## src/rtl/alu_arbiter_if.sv

```systemverilog
// alu_arbiter_if: requester, shared-ALU and response signals of the two-port ALU arbiter
interface alu_arbiter_if;
  logic [1:0]  req_valid;
  logic [1:0]  req_ready;
  logic [31:0] req0_a;
  logic [31:0] req0_b;
  logic [2:0]  req0_op;
  logic [31:0] req1_a;
  logic [31:0] req1_b;
  logic [2:0]  req1_op;
  logic [31:0] alu_a;
  logic [31:0] alu_b;
  logic [2:0]  alu_op;
  logic [31:0] alu_c;
  logic [1:0]  resp_valid;
  logic [1:0]  resp_ready;
  logic [31:0] resp_data;
  modport slave (
    input  req_valid, req0_a, req0_b, req0_op, req1_a, req1_b, req1_op, alu_c, resp_ready,
    output req_ready, alu_a, alu_b, alu_op, resp_valid, resp_data
  );
  modport master (
    output req_valid, req0_a, req0_b, req0_op, req1_a, req1_b, req1_op, alu_c, resp_ready,
    input  req_ready, alu_a, alu_b, alu_op, resp_valid, resp_data
  );
endinterface

```

## src/rtl/alu_arbiter.sv

```systemverilog
// alu_arbiter: round-robin sharing of one combinational ALU between two requesters, one result held until taken
module alu_arbiter (
  input logic clk,
  input logic reset,
  alu_arbiter_if.slave bus
);
  typedef enum logic {IDLE, HOLD} state_t;
  state_t state, state_n;
  logic prio, owner, win, grant, done;
  logic [31:0] data;
  always_comb begin
    win = bus.req_valid[prio] ? prio : ~prio;
    grant = (state == IDLE) && |bus.req_valid;
    done = (state == HOLD) && bus.resp_ready[owner];
    state_n = grant ? HOLD : done ? IDLE : state;
    bus.req_ready = grant ? (win ? 2'b10 : 2'b01) : 2'b00;
    bus.resp_valid = (state == HOLD) ? (owner ? 2'b10 : 2'b01) : 2'b00;
    // requester 0 is the default source whenever nobody is being granted
    bus.alu_a = (grant && win) ? bus.req1_a : bus.req0_a;
    bus.alu_b = (grant && win) ? bus.req1_b : bus.req0_b;
    bus.alu_op = (grant && win) ? bus.req1_op : bus.req0_op;
    bus.resp_data = data;
  end
  always_ff @(posedge clk) begin
    if (reset) begin
      state <= IDLE;
      prio <= 1'b0;
      owner <= 1'b0;
      data <= '0;
    end else begin
      state <= state_n;
      if (grant) begin
        prio <= ~win;
        owner <= win;
        data <= bus.alu_c;
      end
    end
  end
endmodule

```

## src/flat_wrapper.sv

```systemverilog
// flat-port wrapper written by rule: the top's interface ports become plain ports
module alu_arbiter_flat 
  (clk, reset, bus_req_valid, bus_req0_a, bus_req0_b, bus_req0_op, bus_req1_a, bus_req1_b, bus_req1_op, bus_alu_c, bus_resp_ready, bus_req_ready, bus_alu_a, bus_alu_b, bus_alu_op, bus_resp_valid, bus_resp_data);
  alu_arbiter_if bus_i ();
  input logic clk;
  input logic reset;
  input wire logic [$bits(bus_i.req_valid)-1:0] bus_req_valid;
  input wire logic [$bits(bus_i.req0_a)-1:0] bus_req0_a;
  input wire logic [$bits(bus_i.req0_b)-1:0] bus_req0_b;
  input wire logic [$bits(bus_i.req0_op)-1:0] bus_req0_op;
  input wire logic [$bits(bus_i.req1_a)-1:0] bus_req1_a;
  input wire logic [$bits(bus_i.req1_b)-1:0] bus_req1_b;
  input wire logic [$bits(bus_i.req1_op)-1:0] bus_req1_op;
  input wire logic [$bits(bus_i.alu_c)-1:0] bus_alu_c;
  input wire logic [$bits(bus_i.resp_ready)-1:0] bus_resp_ready;
  output wire logic [$bits(bus_i.req_ready)-1:0] bus_req_ready;
  output wire logic [$bits(bus_i.alu_a)-1:0] bus_alu_a;
  output wire logic [$bits(bus_i.alu_b)-1:0] bus_alu_b;
  output wire logic [$bits(bus_i.alu_op)-1:0] bus_alu_op;
  output wire logic [$bits(bus_i.resp_valid)-1:0] bus_resp_valid;
  output wire logic [$bits(bus_i.resp_data)-1:0] bus_resp_data;
  assign bus_i.req_valid = bus_req_valid;
  assign bus_i.req0_a = bus_req0_a;
  assign bus_i.req0_b = bus_req0_b;
  assign bus_i.req0_op = bus_req0_op;
  assign bus_i.req1_a = bus_req1_a;
  assign bus_i.req1_b = bus_req1_b;
  assign bus_i.req1_op = bus_req1_op;
  assign bus_i.alu_c = bus_alu_c;
  assign bus_i.resp_ready = bus_resp_ready;
  assign bus_req_ready = bus_i.req_ready;
  assign bus_alu_a = bus_i.alu_a;
  assign bus_alu_b = bus_i.alu_b;
  assign bus_alu_op = bus_i.alu_op;
  assign bus_resp_valid = bus_i.resp_valid;
  assign bus_resp_data = bus_i.resp_data;
  alu_arbiter u_core (.clk(clk), .reset(reset), .bus(bus_i));
endmodule
```

## config.mk

```make
export PLATFORM = sky130hd
export DESIGN_NAME = alu_arbiter_flat
export DESIGN_NICKNAME = d
export VERILOG_FILES = /design/src/rtl/alu_arbiter_if.sv /design/src/rtl/alu_arbiter.sv /design/src/flat_wrapper.sv
export SDC_FILE = /design/constraint.sdc
export NUM_CORES = 1
export LEC_CHECK = 0
export ABC_AREA = 0
export BUFFER_PORTS_ARGS = -buffer_cell sky130_fd_sc_hd__buf_2
export CORE_AREA = 2 2 105 107
export CTS_CLUSTER_DIAMETER = 200
export DETAILED_ROUTE_END_ITERATION = 10
export DIE_AREA = 0 0 107 109
export GPL_TIMING_DRIVEN = 0
export SLEW_MARGIN = 20
export SYNTH_ARGS = -nofsm -noshare
export SYNTH_HDL_FRONTEND = slang
export SYNTH_SLANG_ARGS = --single-unit
```

## constraint.sdc

```tcl
create_clock -name clk -period 1.3 [get_ports clk]
set_input_delay 0 -clock clk [delete_from_list [all_inputs] [get_ports clk]]
set_output_delay 0 -clock clk [all_outputs]
set_load 0.02 [all_outputs]
```

Yosys cells after proc, flatten, opt, wreduce, memory -nomap -nowiden
Cells that the tools add are included.
- register bits after elaboration: 35
- input port bits: 172
- output and inout bits: 103
- logic and storage cells: 28
- magnitude comparators: 2
- mux-type cells: 14
- bitwise gates (word level): 3
- reductions and logical operators: 5
- operators by type and width (kind ; count):
    32-bit 2-to-1 mux ; 2
    2-bit 2-to-1 mux ; 4
    1-bit 2-to-1 mux ; 7
    1-bit by 2-bit < comparator with 1-bit output (second input constant) ; 2
    1-bit logical AND ; 3
    3-bit 2-to-1 mux ; 1
    1-bit inverter ; 3
    2-bit nonzero test ; 1
    2-bit OR reduction ; 1

Depth between registers and ports, before layout
Gate-level depths: netlist of run 1.
- word-level depth: 5
- gate-level depth with buffers: 5
- depth with buffers taken out: 3

Worst setup path after synthesis of run 1
OpenSTA, ideal clock, no wires.
- path kind: register to output
- start: register u_core.prio
- end: output bus_alu_a[12]
- data arrival time: 1276 ps
- required time: 1300 ps
- slack: 24 ps
- cell stages (with the launch flop): 5
- path buffers: 2
- cell sequence: dfxtp_1 o211ai_2 buf_6 buf_6 mux2_1
- longest elaborated chain between the ends: 5
- elaborated cells on any way between the ends: 6
- classes of those cells: mux (4); bitwise (1); reduce/logical (1)
- RTL lines (what ; line ; source):
    start, declared ; alu_arbiter.sv:9 ; logic prio, owner, win, grant, done;
    start signal, assigned ; alu_arbiter.sv:33 ; prio <= ~win;
    1-bit 2-to-1 mux (implied by the code) (2 in a row) ; alu_arbiter.sv:12 ; win = bus.req_valid[prio] ? prio : ~prio;
    1-bit 2-to-1 mux (*) ; alu_arbiter.sv:12 ;
    1-bit logical AND (*) ; alu_arbiter.sv:19 ; bus.alu_a = (grant && win) ? bus.req1_a : bus.req0_a;
    32-bit 2-to-1 mux (*) ; alu_arbiter.sv:19 ;
    end, declared ; flat_wrapper.sv:17 ; output wire logic [$bits(bus_i.alu_a)-1:0] bus_alu_a;
Every way passes the cells marked *; elsewhere a longest branch is shown, timed or not. The select of a mux whose other input is x is not followed.

Worst setup path in the final report of run 1
- start: register u_core.prio
- end: output bus_alu_a[0]
The elaborated chain is that of the path after synthesis.

==> results of run 1 <==
[kinds of logic (layout without fill, tap and decap cells)]
kind of cell,after synthesis,after routing,share of synthesized area
and+or+nand+nor,72,72,0.134
muxes,68,68,0.369
AOI/OAI and AO/OA,37,37,0.0985
DFF,35,35,0.338
buffers and inverters,21,347,0.0604
other,0,4,0
[how the worst max path moves through the flow]
stage / slack [ps] / endpoint / startpoint / cells past startpoint
after floorplan: 20 / bus_alu_a[12] / u_core.prio$_SDFFE_PP0P_ / 4
after global placement: -280 / bus_alu_a[25] / u_core.prio$_SDFFE_PP0P_ / 5
after detailed placement: -260 / bus_alu_a[29] / u_core.prio$_SDFFE_PP0P_ / 5
after CTS: -410 / bus_alu_a[24] / u_core.prio$_SDFFE_PP0P_ / 6
after global routing: -440 / bus_alu_a[0] / u_core.prio$_SDFFE_PP0P_ / 5
final: -370 / bus_alu_a[0] / u_core.prio$_SDFFE_PP0P_ / 5
[routing by layer]
layer  routed length, um  global-route usage  share of wire  vias up
met4                 208              0.0566          0.019        2
met5                  13                   0         0.0012        -
li1                    -                   -              -     1452
met3                 918              0.0580          0.085       20
met1                3940               0.172           0.37     1371
met2                5710               0.289           0.53      145
[sequential cells by signal, summed over array words and instances, names as in the netlist]
signal	cells
u_core.bus.resp_data	32
u_core.prio	1
u_core.state	1
u_core.owner	1
[through the flow]
step / hold slack [ps] / setup WS, ps / util
global placement: 241 / -275 / 0.341
CTS: 49.4 / -409 / 0.431
detailed placement: 247 / -265 / 0.341
global route: 82.3 / -442 / 0.463
finish: 60.2 / -375 / 0.464
floorplan: 136 / 24.5 / -
[where the power goes]
group	switching, mW	leakage [nW]	internal (mW)	total [mW]
Clock	0.415	0.0612	0.621	1.04
Combinational	0.929	2.32	1.12	2.05
Sequential	0.0461	0.290	1.16	1.20
Total	1.39	2.67	2.90	4.29
[final cells by class]
class | instances | area (um2)
clock inverters | 2 | 35.0
fillers | 991 | 5690
flip-flops and latches | 35 | 703
inverters | 3 | 11.3
diodes | 4 | 10.0
clock buffers | 6 | 82.6
repair buffers | 319 | 2270
multi-input cells | 177 | 1470
plain buffers | 17 | 165
well taps | 140 | 175
[cells in the final DEF, fill, tap and decap left out, drive strengths merged]
cell         netlist  final
clkinv             0      1
buf               15    297
o211ai             1      1
mux2              67     67
inv                3      3
nand2             65     65
a21oi             33     33
a32oi              1      1
and2               1      1
o21bai             1      1
nor2               4      4
nor3               1      1
clkbuf             3     13
dfxtp             35     35
and3               1      1
diode              0      4
bufinv             0      1
o21ba              1      1
dlygate4sd3        0     32
mux2i              1      1
[worst max-delay path: stages, from the launching register on]
cell,delay (ps)
dfxtp_2,330
o211ai_4,250
buf_8,190
clkbuf_16,160
mux2_4,320
buf_6,140
[timing repair]
| action | CTS | global route |
|---|---|---|
| endpoints found under the hold margin | 32 | 0 |
| hold buffers | 32 | 0 |
| gates resized for setup | 117 | 95 |
| setup buffers | 9 | 1 |
| cloned | 3 | 3 |
| pin swaps | 1 | 1 |
| endpoints found under the setup margin | 68 | 90 |
==> summary.md, run 1 <==
| Metric | Value |
|---|---|
| Max cap viols | 0 |
| Slew Limit Fails | 0 |
| Drt pass-1 iters | 4 |
| Worst Hold Launch | bus_req_valid[0] |
| IO buf count | roughly 270 |
| Unrepaired setup endpoints after global routing | true |
| Final instance area | roughly 4900 um2 |
| Internal reg-to-reg setup slack | 100 ps |
| Most common cell in the netlist | nand2_1 |
| DPL Wire Length | 8020 um |
| Share of cells above drive strength 1 | 0.683 |
| Largest net degree at the start of global routing | 12 |
| Syn. warnings | 0 |
| Outcome | complete, but fails checks |
| Post-synth cell types | 21 |
| Leakage | roughly 2.7 nW |
| Hold endpoint | u_core.prio$_SDFFE_PP0P_ |
| Area added between synthesis and finish | 137% |
| Initial antenna violation count | 5 |
| FF-to-FF path depth | 5 |
| Peak Freq | about 0.6 GHz |
| Non-filler instance count after layout | 703 |
| WP data arrival | about 1700 ps |
| CP Capture Type | output port |
| Least-Margin Pin Slew | about 450 ps |
| Root Buffer | clkbuf_8 |
| Worst R2R Start | u_core.state$_SDFFE_PP0P_ |
| HP Class | in -> reg |
| Relative slew slack | 0.697 |
| First-pass GRT wire length | 14600 um |
| Total Power | around 4.3 mW |
| Worst clock skew | about 9.1 ps |
| Worst VDD drop | between 0.0007 and 0.0008 V |
| DR vias/cell | about 4.3 |
| Number of synthesized flops with an enable pin | 0 |
| Dominant cell type by area after synthesis | dfxtp_1 |
| DRC | 0 |
| Setup TNS Final | -22840 ps |
| Asr flop ratio synth | 0 |
| Syn avg cell area | about 8.9 um2 |
| Detailed-route via count | roughly 3000 |
| Ys flop type | dfxtp_1 |
| Placed cells | 646 |
| CTS sink count | 35 |
| Final #Nets | 730 |
| Starting Density | 0.195 |
| Hold Vio Cnt, Final | 0 |
| Row Count | 38 |
| Failing checks | setup timing |
| Vias in the first global route | between 2000 and 3000 |
| FF-to-FF End | u_core.bus.resp_data[8]$_SDFFE_PP0P_ |
| Fin crit share | 1.29 |
| Num ports | 275 |
| Gp weighted congestion | between 0.8 and 0.9 |
| Area share of the largest cell type after synthesis | 0.338 |
| Worst-path maximum fanout | 6 |
| Placed cell area | approximately 3600 um2 |
| Total GRT Usage | 0.160 |
| CP Class | reg -> out |
| Final min period | around 1700 ps |
| Synth top cells by count | 65 x nand2_1, 48 x mux2_2, 35 x dfxtp_1 |
| Syn Inst Count | about 230 |
| Die Ht | about 110 um |
| Core Region | between 10000 and 15000 um2 |
| Worst skew pair latency | just under 300 ps |
| Post-Syn Nets | 405 |
| Synth top area cells | dfxtp_1 34%, mux2_2 26%, nand2_1 12%, mux2_1 10%, a21oi_1 8.0% |
| CTS tree | built |
| Die area | ~12000 um2 |
| PD cells | between 800 and 900 nW/um2 |
| Initial DRC Count | 110 |
| Hold depth | 3 |
| Post-route ant nets | 0 |
| Final WS setup | -375 ps |
| Total CTS buffers | 5 |
| Htree depth | 2 |
| Synthesized area | between 2000 and 2500 um2 |
| CTS clk-pin slew, worst paths | ~70 ps |
| Clk buf depth | 2 |
| Die W | around 110 um |
| Avg WL per Cell | about 15 um |
| Total grt overflow | 0 |
| Seq/Total Area, Yosys | 0.338 |
| Setup crit start kind | flip-flop |
| Drt total wl | roughly 11000 um |
| Synth Register Bits | 35 |
| WP data required | ~1300 ps |
| Final setup viols | 68 |
(Power assumes the default switching activity.)
==> run 2: changes to the inputs <==
--- a/config.mk
+++ b/config.mk
@@ -8,8 +8,8 @@
 export ABC_AREA = 0
 export BUFFER_PORTS_ARGS = -buffer_cell sky130_fd_sc_hd__buf_2
-export CORE_AREA = 2 2 105 107
+export CORE_AREA = 5 5 103 105
 export CTS_CLUSTER_DIAMETER = 200
 export DETAILED_ROUTE_END_ITERATION = 10
-export DIE_AREA = 0 0 107 109
+export DIE_AREA = 0 0 108 110
 export GPL_TIMING_DRIVEN = 0
 export SLEW_MARGIN = 20
==> constraint.sdc (replaced) <==
create_clock -name clk -period 1.6 [get_ports clk]
set_input_delay 0.24 -clock clk [delete_from_list [all_inputs] [get_ports clk]]
set_output_delay 0.24 -clock clk [all_outputs]
set_load 0.02 [all_outputs]
==> run 2 against run 1 <==
Compared with the run above:
- count of clock-buffer cells in the layout is 1 higher
- critical endpoint is now bus_alu_a[11]
- clock skew down 4.6 ps
- sequential power fell by 19%
- first-iteration DRC count rose by 42%
- global-route usage barely moved
- the run still ends with setup timing left
- sequential share of layout area rose by 1.6 points
==> summary.md, run 2 (synthesis gave the netlist of run 1 again) <==
| Metric | Value |
|---|---|
| Outcome | complete, but fails checks |
| Failing checks | setup timing |
| Num ports | 275 (unchanged) |
| Gp weighted congestion | 0.796 (-1.2%) |
| Post-CTS Hold Buffers | 0 (-100%) |
| Worst skew pair latency | 280 ps (about the same) |
| Drt pass-1 iters | 4 (unchanged) |
| Post-route ant nets | 0 (unchanged) |
| Root Buffer | clkbuf_8 |
| WP data arrival | 1680 ps (about the same) |
| Setup crit start kind | flip-flop |
| CP Capture Type | output port |
| Final setup viols | 67 (-1.5%) |
| CTS sink count | 35 (unchanged) |
| Vias in the first global route | 2862 (-1.4%) |
| Worst R2R Start | u_core.state$_SDFFE_PP0P_ |
| Total grt overflow | 0 (unchanged) |
| Initial antenna violation count | 3 (-2) |
| Detailed-route via count | 2812 (-6.0%) |
| Avg WL per Cell | 17.0 um (+11%) |
| Most common cell after layout, fill and taps aside | buf_2 |
| Drt total wl | 11100 um (+3.2%) |
| DR vias/cell | 4.29 (+0.94%) |
| Area added between synthesis and finish | 114% |
| DRC | 0 (unchanged) |
| Slew Limit Fails | 0 (unchanged) |
| Largest net degree at the start of global routing | 12 (unchanged) |
| Commonest cells after routing, fill and taps aside | 226 x buf_2, 65 x nand2_1, 54 x buf_6 |
| Htree depth | 2 (unchanged) |
| Final instance area | 4420 um2 (-10%) |
| First-pass GRT wire length | 14900 um (+2.1%) |
| Final WS setup | -319 ps (+55.7 ps) |
| Die Ht | 110 um (+0.92%) |
| Unrepaired setup endpoints after global routing | true |
| Starting Density | 0.217 (+0.0215) |
| Final #Nets | 690 (-5.5%) |
| Worst clock skew | 4.51 ps (-4.56 ps) |
| Max cap viols | 0 (unchanged) |
| Die area | 11900 um2 (+1.9%) |
| CTS clk-pin slew, worst paths | 70 ps (about the same) |
| Worst VDD drop | 0.000516 V (-28%) |
| Hold Slack | 190 ps (+130 ps) |
| WP data required | 1360 ps (+60 ps) |
| Crit path from | u_core.prio$_SDFFE_PP0P_ |
| Share of cells above drive strength 1 | 0.719 (+0.0353) |
| Total CTS buffers | 5 (unchanged) |
| Worst Hold Launch | bus_alu_c[3] |
| HP Class | in -> reg |
| Total GRT Usage | 0.160 (-0.000442) |
| Die W | 108 um (+0.93%) |
| Least-Margin Pin Slew | 468 ps (+13.8 ps) |
| Initial DRC Count | 156 (+42%) |
| Setup TNS Final | -17770 ps (+5070 ps) |
| DPL Wire Length | 9040 um (+13%) |
| Final min period | between 1500 and 2000 ps |
| CTS tree | built |
| Placed cell area | 3600 um2 (-0.24%) |
| PD cells | 732 nW/um2 (-16%) |
| Fin crit share | 1.20 |
| Max FFs per register | 32 (unchanged) |
| Clk buf depth | 2 (unchanged) |
| Worst-path maximum fanout | 10 (+4) |
| Relative slew slack | 0.687 (-0.00987) |
| Leakage | 2.45 nW (-8.5%) |
| Core Region | 9550 um2 (-9.9%) |
| Hold Vio Cnt, Final | 0 (unchanged) |
| CP Class | reg -> out |
| Peak Freq | ~0.52 GHz |
| Row Count | 36 (-5.3%) |
| IO buf count | 273 (unchanged) |
[run 2: final cells by class]
type / instances / area (um2)
Antenna cell: 3 / 7.51
Buffer: 18 / 175
Clock buffer: 7 / 96.3
Clock inverter: 1 / 7.51
Fill cell: 938 / 5120
Inverter: 3 / 11.3
Multi-Input combinational cell: 177 / 1450
Sequential cell: 35 / 703
Tap cell: 133 / 166
Timing Repair Buffer: 278 / 1800
[run 2: layer usage]
metal  global-route usage  vias up  wire length [um]
met5                    0        -                 0
met2                0.294      142              5960
met3               0.0547       15              1110
met4               0.0469        0               213
li1                     -     1367                 -
met1                0.173     1288              3860
[run 2: worst max-delay path: stages, from the launching register on]
cell and delay [ps]:
dfxtp_2 340, o211ai_4 240, buf_12 170, buf_12 140, mux2_2 340, buf_2 160
[run 2: metrics by stage]
step                      setup WS, ps  std cells  utilization  total power, mW
after detailed placement          -294        639        0.377             2.18
after floorplan                   84.5        233            -             1.67
after CTS                         -333        651        0.441             3.16
after global routing              -391        655        0.463             3.43
final                             -319        655        0.463             3.24
after global placement            -260        639        0.377             2.17
[run 2: worst paths after layout]
check                                          end  slack (ps)  cells after the start
max                                  bus_alu_a[11]        -320                      5
min           u_core.bus.resp_data[3]$_SDFFE_PP0P_         190                      3
max reg2reg  u_core.bus.resp_data[20]$_SDFFE_PP0P_         330                      5
min reg2reg  u_core.bus.resp_data[18]$_SDFFE_PP0P_         450                      2
[run 2: power by group]
part	total [mW]	switching [mW]	internal (mW)
logic	1.56	0.748	0.807
registers	0.976	0.0364	0.939
clock network	0.709	0.317	0.392
total	3.24	1.10	2.14
[run 2: timing repair]
action,CTS,global route
setup endpoints to repair,68,68
resized for setup,126,56
endpoints found under the hold margin,0,0
buffers inserted,3,0
gates cloned,1,1
pin swaps,1,0
==> run 3: changes to the inputs <==
==> constraint.sdc (replaced) <==
create_clock -name clk -period 1.6 [get_ports clk]
set_input_delay 0 -clock clk [delete_from_list [all_inputs] [get_ports clk]]
set_output_delay 0 -clock clk [all_outputs]
set_load 0.02 [all_outputs]
==> run 3 against run 2 <==
Compared with the run above:
- the flow still finishes with violations (setup timing)
- combinational power up 4%
- via count up 4.9%
- cell count up 4.9%
- non-clock buffer count up 32
- routed wire length up 6.6%
- count of clock-buffer cells in the layout unchanged
- design area up 7.1%
- flip-flop and latch count unchanged
- maximum frequency up 14%
- critical path type unchanged
- highest routed layer unchanged
==> summary.md, run 3 (synthesis gave the netlist of run 1 again) <==
| Metric | Value |
|---|---|
| Leakage | 2.58 nW (+5.5%) |
| IO buf count | 273 (unchanged) |
| CTS sink count | 35 (unchanged) |
| Initial antenna violation count | 3 (unchanged) |
| Total Power | 3.32 mW (+2.5%) |
| Area added between synthesis and finish | 129% |
| Worst Hold Launch | bus_resp_ready[0] |
| CP Class | reg -> out |
| Least-Margin Pin Slew | 471 ps (+3.29 ps) |
| CP Capture Type | output port |
| Drt pass-1 iters | 4 (unchanged) |
| Fin crit share | 1.05 (-0.149) |
| Placed cell area | 3600 um2 (unchanged) |
| Internal reg-to-reg setup slack | 330 ps (about the same) |
| Root Buffer | clkbuf_8 |
| Hold depth | 4 (+1) |
| Peak Freq | 0.595 GHz (+14%) |
| Core Region | 9550 um2 (unchanged) |
| Max FFs per register | 32 (unchanged) |
| Placed cells | 639 (unchanged) |
| Crit path cell chain | o211ai_4 -> buf_12 -> buf_12 -> mux2_2 -> buf_2 |
| Worst skew pair latency | 280 ps (about the same) |
| Crit path largest cell delay | 340 ps (about the same) |
| Post-route ant nets | 0 (unchanged) |
| Hold Slack | 59.1 ps (-131 ps) |
| Sequential share of power | 0.294 (-0.007) |
| Vias in the first global route | 3089 (+7.9%) |
| Most common cell after layout, fill and taps aside | buf_2 |
| Avg WL per Cell | 17.3 um (+1.6%) |
| Slew Limit Fails | 0 (unchanged) |
| Die Ht | 110 um (unchanged) |
| Final min period | 1680 ps (-238 ps) |
| FF-to-FF path depth | 5 (unchanged) |
| Worst-path maximum fanout | 10 (unchanged) |
| Max cap viols | 0 (unchanged) |
| DRC | 0 (unchanged) |
| FF-to-FF End | u_core.bus.resp_data[20]$_SDFFE_PP0P_ |
| Die area | 11900 um2 (unchanged) |
| Initial DRC Count | 130 (-17%) |
| Slowest stage cell, crit path | dfxtp_2 |
| DR vias/cell | 4.29 (about the same) |
| Setup TNS Final | -1800 ps (+15970 ps) |
| Clk buf depth | 2 (unchanged) |
| Detailed-route via count | 2950 (+4.9%) |
| Worst clock skew | 4.44 ps (-0.0748 ps) |
| Total GRT Usage | 0.172 (+0.0121) |
| Final setup viols | 66 (-1.5%) |
| Largest net degree at the start of global routing | 12 (unchanged) |
| Hold endpoint | u_core.state$_SDFFE_PP0P_ |
| Final instance area | 4740 um2 (+7.1%) |
| Gate power share | 0.489 (+0.009) |
| CP dominant cell by count | buf_12 |
| Non-filler instance count after layout | 687 (+4.9%) |
| Die W | 108 um (unchanged) |
| Total grt overflow | 0 (unchanged) |
| Row Count | 36 (unchanged) |
| CTS tree | built |
| DPL Wire Length | 9040 um (unchanged) |
| First-pass GRT wire length | 16000 um (+7.9%) |
| Num ports | 275 (unchanged) |
| Commonest cells after routing, fill and taps aside | 227 x buf_2, 65 x nand2_1, 53 x mux2_4, 53 x buf_6 |
| Htree depth | 2 (unchanged) |
| PD cells | 701 nW/um2 (-4.3%) |
| Sw Ratio | 0.341 (+0.00120) |
| Gp weighted congestion | 0.796 (unchanged) |
| CTS clk-pin slew, worst paths | 70 ps (about the same) |
| Outcome | complete, but fails checks |
| WP data required | 1600 ps (+240 ps) |
| Final WS setup | -81.1 ps (+238 ps) |
| Worst R2R Start | u_core.state$_SDFFE_PP0P_ |
| Drt total wl | 11900 um (+6.6%) |
| Hold Vio Cnt, Final | 0 (unchanged) |
| Setup crit start kind | flip-flop |
| Worst VDD drop | 0.000540 V (+4.7%) |
| HP Class | in -> reg |
| Relative slew slack | 0.685 (-0.00220) |
| Pint | 2.19 mW (+2.3%) |
| Unrepaired setup endpoints after global routing | true |
| Failing checks | setup timing |
| Final #Nets | 722 (+4.6%) |
| Net Switching | 1.13 mW (+2.8%) |
| Total CTS buffers | 5 (unchanged) |
| Share of cells above drive strength 1 | 0.675 (-0.0436) |
| WP data arrival | 1680 ps (about the same) |
| Starting Density | 0.217 (unchanged) |
| Clock Power Share | 0.217 (-0.002) |
## run 3: cell types whose count changed in the layout (fill, tap and decap cells not counted)
cell and delta:
dlygate4sd3_1 +32, buf_2 +1, buf_6 -1, inv_1 +1, inv_2 -1
## run 3: worst max-delay path by stage
stage               slack [ps]            end                      from
global placement            40  bus_alu_a[29]  u_core.prio$_SDFFE_PP0P_
detailed placement          10  bus_alu_a[21]  u_core.prio$_SDFFE_PP0P_
global route              -150  bus_alu_a[11]  u_core.prio$_SDFFE_PP0P_
CTS                        -90  bus_alu_a[23]  u_core.prio$_SDFFE_PP0P_
floorplan                  320  bus_alu_a[12]  u_core.prio$_SDFFE_PP0P_
finish                     -80  bus_alu_a[11]  u_core.prio$_SDFFE_PP0P_
## run 3: timing repair
action / 4_1_cts / 5_1_grt
hold buffers: 32 / 0
gates cloned: 1 / 1
pin swaps: 1 / 0
endpoints found under the hold margin: 32 / 0
gates resized for setup: 126 / 53
buffers inserted: 3 / 0
endpoints found under the setup margin: 67 / 67
## run 3: critical path, delay by kind of cell (launching register included)
kind                   cells  cell delay [ps]
muxes                      1              340
buffers and inverters      3              480
AOI/OAI and AO/OA          1              230
DFF                        1              340
## run 3: stage by stage
step                setup WS, ps  utilization
floorplan                    324            -
global placement            40.9        0.377
detailed placement          12.0        0.377
CTS                        -92.6        0.474
global route                -152        0.496
finish                     -81.1        0.496
## run 3: power by group through the flow
stage               clock, mW  sequential [mW]  combinational [mW]
floorplan                   0             1.07               0.605
global placement            0            0.990                1.18
detailed placement          0            0.994                1.19
CTS                     0.744            0.976                1.51
global route            0.791            0.985                1.72
finish                  0.720            0.976                1.62
## run 3: cell type report
class                      instances  area [um2]
inverter                           3        11.3
clock buffer                       7        96.3
buffer                            18         175
multi-input combinational        177        1450
antenna                            3        7.51
tap                              133         166
timing repair buffer             310        2120
clock inverter                     1        7.51
fill                             901        4810
sequential                        35         703
## run 3: layer usage
layer,global-route usage,part of all wire,vias up
met5,0,0,-
met4,0.0541,0.018,0
met3,0.0559,0.10,19
met2,0.321,0.54,153
met1,0.182,0.34,1347
li1,-,-,1431
